### src/rtl/id_stage_pipe.sv
// Instruction decode stage: register file with optional write bypass, immediate
// extension, RAW hazard stall and a single-entry valid/ready output register.
module id_stage_pipe #(
    parameter int unsigned N      = 32,
    parameter int unsigned NREG   = 32,
    parameter bit          BYPASS = 1'b1
) (
    input  logic         clk,
    input  logic         reset,
    input  logic         in_valid,
    output logic         in_ready,
    input  logic [N-1:0] instruction,
    input  logic         rb_selector,
    input  logic [1:0]   ext_selector,
    input  logic         we,
    input  logic [4:0]   wa,
    input  logic [N-1:0] wd,
    input  logic         hz_valid,
    input  logic [4:0]   hz_rd,
    input  logic         flush,
    output logic         out_valid,
    input  logic         out_ready,
    output logic [2:0]   op,
    output logic [1:0]   func,
    output logic [4:0]   rd,
    output logic [N-1:0] rda,
    output logic [N-1:0] rdb,
    output logic [N-1:0] extended
);

    logic [2:0]   f_op;
    logic [4:0]   f_rf;
    logic [4:0]   f_ra;
    logic [4:0]   f_rb;
    logic [1:0]   f_func;
    logic [4:0]   b_idx;
    logic [N-1:0] rda_c;
    logic [N-1:0] rdb_c;
    logic [N-1:0] ext_c;
    logic         stall;
    logic         load;

    logic [N-1:0] regs_q [NREG];
    logic [N-1:0] regs_d [NREG];

    logic         out_valid_q, out_valid_d;
    logic [2:0]   op_q, op_d;
    logic [1:0]   func_q, func_d;
    logic [4:0]   rd_q, rd_d;
    logic [N-1:0] rda_q, rda_d;
    logic [N-1:0] rdb_q, rdb_d;
    logic [N-1:0] extended_q, extended_d;

    assign f_op   = instruction[31:29];
    assign f_rf   = instruction[28:24];
    assign f_ra   = instruction[23:19];
    assign f_rb   = instruction[18:14];
    assign f_func = instruction[1:0];
    assign b_idx  = rb_selector ? f_rf : f_rb;

    // Indices at or above NREG match no entry, so they read 0 and writes to them vanish.
    always_comb begin
        rda_c = '0;
        rdb_c = '0;
        for (int unsigned i = 0; i < NREG; i++) begin
            if (f_ra == 5'(i)) rda_c = regs_q[i];
            if (b_idx == 5'(i)) rdb_c = regs_q[i];
            regs_d[i] = (we && wa == 5'(i)) ? wd : regs_q[i];
        end
        if (BYPASS && we && (32'(wa) < NREG)) begin
            if (wa == f_ra)  rda_c = wd;
            if (wa == b_idx) rdb_c = wd;
        end
    end

    always_comb begin
        ext_c = '0;
        case (ext_selector)
            2'b00:   ext_c = {{(N-29){1'b0}}, instruction[28:0]};
            2'b01:   ext_c = {{(N-29){instruction[28]}}, instruction[28:0]};
            2'b10:   ext_c = {{(N-14){1'b0}}, instruction[13:0]};
            default: ext_c = {{(N-14){instruction[13]}}, instruction[13:0]};
        endcase
    end

    assign stall    = hz_valid && (hz_rd == f_ra || hz_rd == b_idx);
    assign in_ready = !stall && (!out_valid_q || out_ready);
    assign load     = in_valid && in_ready && !flush;

    always_comb begin
        out_valid_d = out_valid_q;
        op_d        = op_q;
        func_d      = func_q;
        rd_d        = rd_q;
        rda_d       = rda_q;
        rdb_d       = rdb_q;
        extended_d  = extended_q;
        if (load) begin
            op_d       = f_op;
            func_d     = f_func;
            rd_d       = f_rf;
            rda_d      = rda_c;
            rdb_d      = rdb_c;
            extended_d = ext_c;
        end
        if (flush)          out_valid_d = 1'b0;
        else if (load)      out_valid_d = 1'b1;
        else if (out_ready) out_valid_d = 1'b0;
    end

    always_ff @(posedge clk or negedge reset) begin
        if (!reset) begin
            for (int unsigned i = 0; i < NREG; i++) regs_q[i] <= '0;
            out_valid_q <= 1'b0;
            op_q        <= '0;
            func_q      <= '0;
            rd_q        <= '0;
            rda_q       <= '0;
            rdb_q       <= '0;
            extended_q  <= '0;
        end else begin
            regs_q      <= regs_d;
            out_valid_q <= out_valid_d;
            op_q        <= op_d;
            func_q      <= func_d;
            rd_q        <= rd_d;
            rda_q       <= rda_d;
            rdb_q       <= rdb_d;
            extended_q  <= extended_d;
        end
    end

    assign out_valid = out_valid_q;
    assign op        = op_q;
    assign func      = func_q;
    assign rd        = rd_q;
    assign rda       = rda_q;
    assign rdb       = rdb_q;
    assign extended  = extended_q;

endmodule

### config.mk
export PLATFORM = sky130hd
export DESIGN_NAME = id_stage_pipe
export DESIGN_NICKNAME = d
export VERILOG_FILES = /design/src/rtl/id_stage_pipe.sv
export SDC_FILE = /design/constraint.sdc
export NUM_CORES = 2
export LEC_CHECK = 0
export CAP_MARGIN = 20
export CORE_ASPECT_RATIO = 0.9
export CORE_MARGIN = 4
export CORE_UTILIZATION = 30
export CTS_CLUSTER_DIAMETER = 120
export DETAILED_ROUTE_END_ITERATION = 8
export GPL_TIMING_DRIVEN = 0
export PLACE_DENSITY = 0.55
export REMOVE_ABC_BUFFERS = 1
export SYNTH_ARGS = -nofsm -noshare
export SYNTH_HDL_FRONTEND = slang
export SYNTH_SLANG_ARGS = --single-unit
### constraint.sdc
create_clock -name clk -period 2.2 [get_ports clk]
set_input_delay 0.44 -clock clk [delete_from_list [all_inputs] [get_ports clk]]
set_output_delay 0.44 -clock clk [all_outputs]
set_load 0.005 [all_outputs]
* Word level (Yosys, flattened, before mapping)
Cells that the tools add are included.
Widths: inputs -> output; s select.
** Word-level totals
- Register bits after elaboration :: 1131
- Bits of input ports :: 84
** Cells by class
- Muxes and demuxes :: 73
- Reduce and logical (&&, ||, !) cells :: 46
- Equal/unequal tests :: 99
** Operators by type and width (count)
- $mux 32 :: 68
- $eq 5x5->1 const B :: 48
- $eq 5x4->1 const B :: 24
- $pmux 32 s3 :: 1
- $eq 5x3->1 const B :: 12
- $logic_and 1x1->1 :: 36
- $eq 5x2->1 const B :: 6
- $eq 5x5->1 :: 4
- $eq 5x1->1 const B :: 3
- $logic_not 5->1 :: 3
- $mux 5 :: 1
- $logic_not 1->1 :: 3
- $mux 1 :: 3
- $reduce_bool 3->1 :: 1
- $eq 2x1->1 const B :: 1
- $eq 2x2->1 const B :: 1
- $logic_not 2->1 :: 1
- $logic_or 1x1->1 :: 2

* Depth between registers and ports, before layout
- Depth in word-level cells :: 36
- Gate-level depth with buffers :: 15
- Depth with buffers taken out :: 8

* Worst setup path after synthesis
Ideal clock, no wire load.
- Path kind :: input to register
- Start point :: input rb_selector
- End point :: register rdb_q[15] (netlist: rdb[15])
- Data required time :: 2.074 ns
- Setup slack :: -0.547 ns
- Setup time :: 0.126 ns
- Path buffers :: 3
- Stages on the path :: 10
- Arrival :: 2.622 ns
- Cells stage by stage :: buf_6 > buf_12 > mux2i_1 > xnor2_1 > nor4_1 > and3_1 > buf_2 > nor4_2 > nand2_1 > o311a_1
** Between the ends
- Word-level cells in the longest chain between the ends :: 36
** Ends and longest elaborated chain
- start, declared :: line 13 : input logic rb_selector,
- $mux 5 * :: line 59 : assign b_idx = rb_selector ? f_rf : f_rb;
- $logic_not 5->1 :: line 67 : if (b_idx == 5'(i)) rdb_c = regs_q[i];
- $mux 32 (32 in a row) :: line 67
- $mux 32 :: line 72 : if (wa == b_idx) rdb_c = wd;
- $mux 32 :: line 70 : if (BYPASS && we && (32'(wa) < NREG)) begin
- end signal, assigned :: line 128 : rdb_q <= rdb_d;
- end, declared :: line 51 : logic [N-1:0] rdb_q, rdb_d;
Every way passes the cells marked *; elsewhere a longest branch is shown, timed or not.
A chain may end at the register's enable or synchronous reset.

* Final worst setup path
- Start point :: input rb_selector
- End point :: register rdb_q[8] (netlist: rdb[8])
Same word-level chain as after synthesis.

==> results.py <==
metrics = {
    "status": {
        "failed_checks": "design-rule violations, negative hold slack, negative setup slack",
        "outcome": "finished, violations left",
    },
    "sta": {
        "hold_violations": 96,
        "max_slew_margin_pct": 22.2,
        "final_max_slew_viol_count": 0,
        "rsz0062_at_grt": "yes",
        "finalCritPeriodShare_pct": 121,
        "fin_tns_setup_ns": -14.58,
        "setup_viol": 124,
        "fmax_mhz": 375,
        "timing.hold.ws_ns": -0.393,
        "worst_pin_slew_ns": 1.17,
        "final.setup.worst_slack_ns": -0.468,
        "clock_skew_ns": 0.0454,
        "fin_crit_ns": 2.67,
    },
    "die": {
        "initial_utilization_pct": 30.2,
        "dieArea_sq_mm": 0.205,
        "die_height_um": 430,
        "die_w_um": 477,
        "boundaryPins": 192,
        "core-area_sq_mm": 0.196,
        "rows": 154,
    },
    "cells_and_area": {
        "final_cell_mix": "dfrtp_1 (1121), mux2_2 (1032), buf_4 (388)",
        "num-nets-final": 6090,
        "drive_above_1_share_pct": 43.0,
        "final_area_sq_mm": 0.0809,
        "final_common_cell": "dfrtp_1",
        "layout.cells.non_filler": 8676,
        "area_delta_synth_final_pct": 36.4,
    },
    "detailed_routing": {
        "initialDrtViolationCount": 10400,
        "wl_per_cell_um": 36.9,
        "vias": 58200,
        "routed_via_density": 6.71,
        "antenna_left": 0,
        "drt_first_pass_iters": 9,
        "wirelength_um": 320000,
        "drc": 19,
    },
    "critical_path": {
        "timing.rr.end": "rdb[26]$_DFFE_PN0P_",
        "reg2regPathDepth": 9,
        "arrival_ns": 3.34,
        "cp_common_cell": "buf_16",
        "crit_path_end": "rdb[8]$_DFFE_PN0P_",
        "r2r_setup_slack_ns": -0.28,
        "critPathKind": "primary input to flip-flop",
        "critPathLaunchType": "primary input",
        "path_max_fanout": 24,
        "startpoint": "rb_selector",
        "crit_chain": "buf_16 -> buf_16 -> or4b_4 -> nand2_4 -> buf_12 -> nand2_2 -> o32a_1 -> a222oi_1 -> o41ai_4 -> a31oi_2 -> o311ai_1",
        "r2r-start": "out_valid$_DFFE_PN0P_",
        "crit_required_ns": 2.87,
        "slowest_delay_ns": 0.59,
        "slowest_stage": "a222oi_1",
        "critPathTopFamily": "compound AO/OA/AOI/OAI gates",
        "cp-end-kind": "flip-flop",
        "crit_buf_inv": 3,
        "path_depth": 11,
    },
    "place": {
        "place_congestion": 0.898,
        "hpwl_um": 189000,
        "place_area_sq_mm": 0.0663,
        "place_inst": 7874,
        "io_buffer_count": 191,
    },
    "cts": {
        "clkSinkCount": 1127,
        "path_clk_slew_ns": 0.06,
        "cts_tree": "yes",
        "clockBufferDepth": 3,
        "clkLatencyLatePin_ns": 0.80,
        "cts_made_buffers": 118,
        "htreeDepth": 3,
        "cts-root-buf": "clkbuf_16",
    },
    "power_and_ir_drop": {
        "p_leak_nw": 34.0,
        "peakVddDrop_mv": 0.700,
        "power_density_mw_per_mm2": 788,
        "total_power_mw": 63.7,
    },
    "logic_synthesis": {
        "ys_warn_count": 0,
        "yosys_register_bits": 1127,
        "synth_flop_cell": "dfrtp_1",
        "ys_seq_area_share_pct": 47.6,
        "synthDistinctLibCells": 102,
        "synth-edff-count": 0,
        "synthArstFlopShare_pct": 100,
        "syn_inst": 5431,
        "netlist_area_sq_mm": 0.0593,
        "synth.avg_cell_area_sq_um": 10.9,
    },
    "global_route": {
        "grt_max_degree": 167,
        "grt_pass1_vias": 54900,
        "overflow": 0,
        "grt_pass1_wl_um": 427000,
        "antenna_found_initial": 23,
        "grtUsageTotal_pct": 28.8,
    },
    "job": {
        "drv_cap": 0,
    },
    "hold_path": {
        "hp-class": "primary input to asynchronous set/reset pin",
    },
}
-- layout make-up --
| cell class | instances | area, sq um |
|---|---|---|
| diodes | 7 | 17.5 |
| clock buffers | 169 | 3370 |
| clock inverters | 40 | 480 |
| fillers | 18100 | 115000 |
| inverters | 14 | 81.3 |
| multi-input cells | 3785 | 33300 |
| flip-flops and latches | 1127 | 28200 |
| well taps | 2574 | 3220 |
| repair buffers | 960 | 12200 |
-- logic make-up after synthesis --
logic type             after synthesis  synth area share, %
AO/OA/AOI/OAI                     1639                 19.1
flip-flops                        1127                 47.6
XOR/XNOR                            23                0.340
AND/OR/NAND/NOR                    988                 8.05
buffers and inverters              538                 3.77
multiplexers                      1116                 21.2
-- power breakdown --
part | total (mW) | internal [mW] | switching [mW]
Sequential | 28.5 | 24.8 | 3.68
Combinational | 14.2 | 7.00 | 7.24
Clock | 21.0 | 11.7 | 9.29
Total | 63.7 | 43.5 | 20.2
-- through the flow --
| stage | setup slack, ns | utilization (%) |
|---|---|---|
| after detailed placement | -5.06 | 33.8 |
| after CTS | -0.306 | 39.6 |
| after floorplan | -3.30 | - |
| after global placement | -52.71 | 31.7 |
| after global routing | -0.383 | 41.2 |
| final | -0.468 | 41.2 |
-- registers in the layout, summed over array words and instances, names as in the netlist --
name / cells
extended: 29
rda: 32
regs_q: 1024
func: 1
out_valid: 1
rd: 5
rdb: 32
op: 3
-- Yosys cell counts, drive strengths merged (78+ instances only) --
master,number,area share (%)
a21oi,272,2.3
a221oi,78,1.2
a22oi,177,2.3
buf,159,1.4
clkbuf,365,2.3
dfrtp,1127,48
mux2,1037,20
nand2,341,2.2
nand3,100,0.84
nor2,238,1.5
o21ai,300,2.5
o22ai,260,2.8
-- timing repair --
action,CTS,global route
pin swaps,208,190
setup buffers,356,170
gates resized for setup,795,311
cloned,43,24
hold buffers,2,1
endpoints found under the setup margin,1018,283
endpoints found under the hold margin,98,97
-- per-layer routing --
layer  GRT usage (%)  wire length [um]  share of wire, %
met4            16.0             24000               7.5
met2            39.8            125000                39
met1            37.5            118000                37
met3            12.1             52400                16
met5           0.210               211             0.066
-- worst min-delay path by stage --
stage                             startpoint                  endpoint  depth (start not counted)
global placement    extended[13]$_DFFE_PN0P_  extended[13]$_DFFE_PN0P_                          2
detailed placement                     reset         rd[0]$_DFFE_PN0P_                          1
floorplan                              reset  extended[10]$_DFFE_PN0P_                          0
CTS                                    reset         rd[0]$_DFFE_PN0P_                          1
finish                                 reset         rd[0]$_DFFE_PN0P_                          1
global route                           reset         rd[0]$_DFFE_PN0P_                          1
Note: power is estimated with default switching activity, not from simulation.
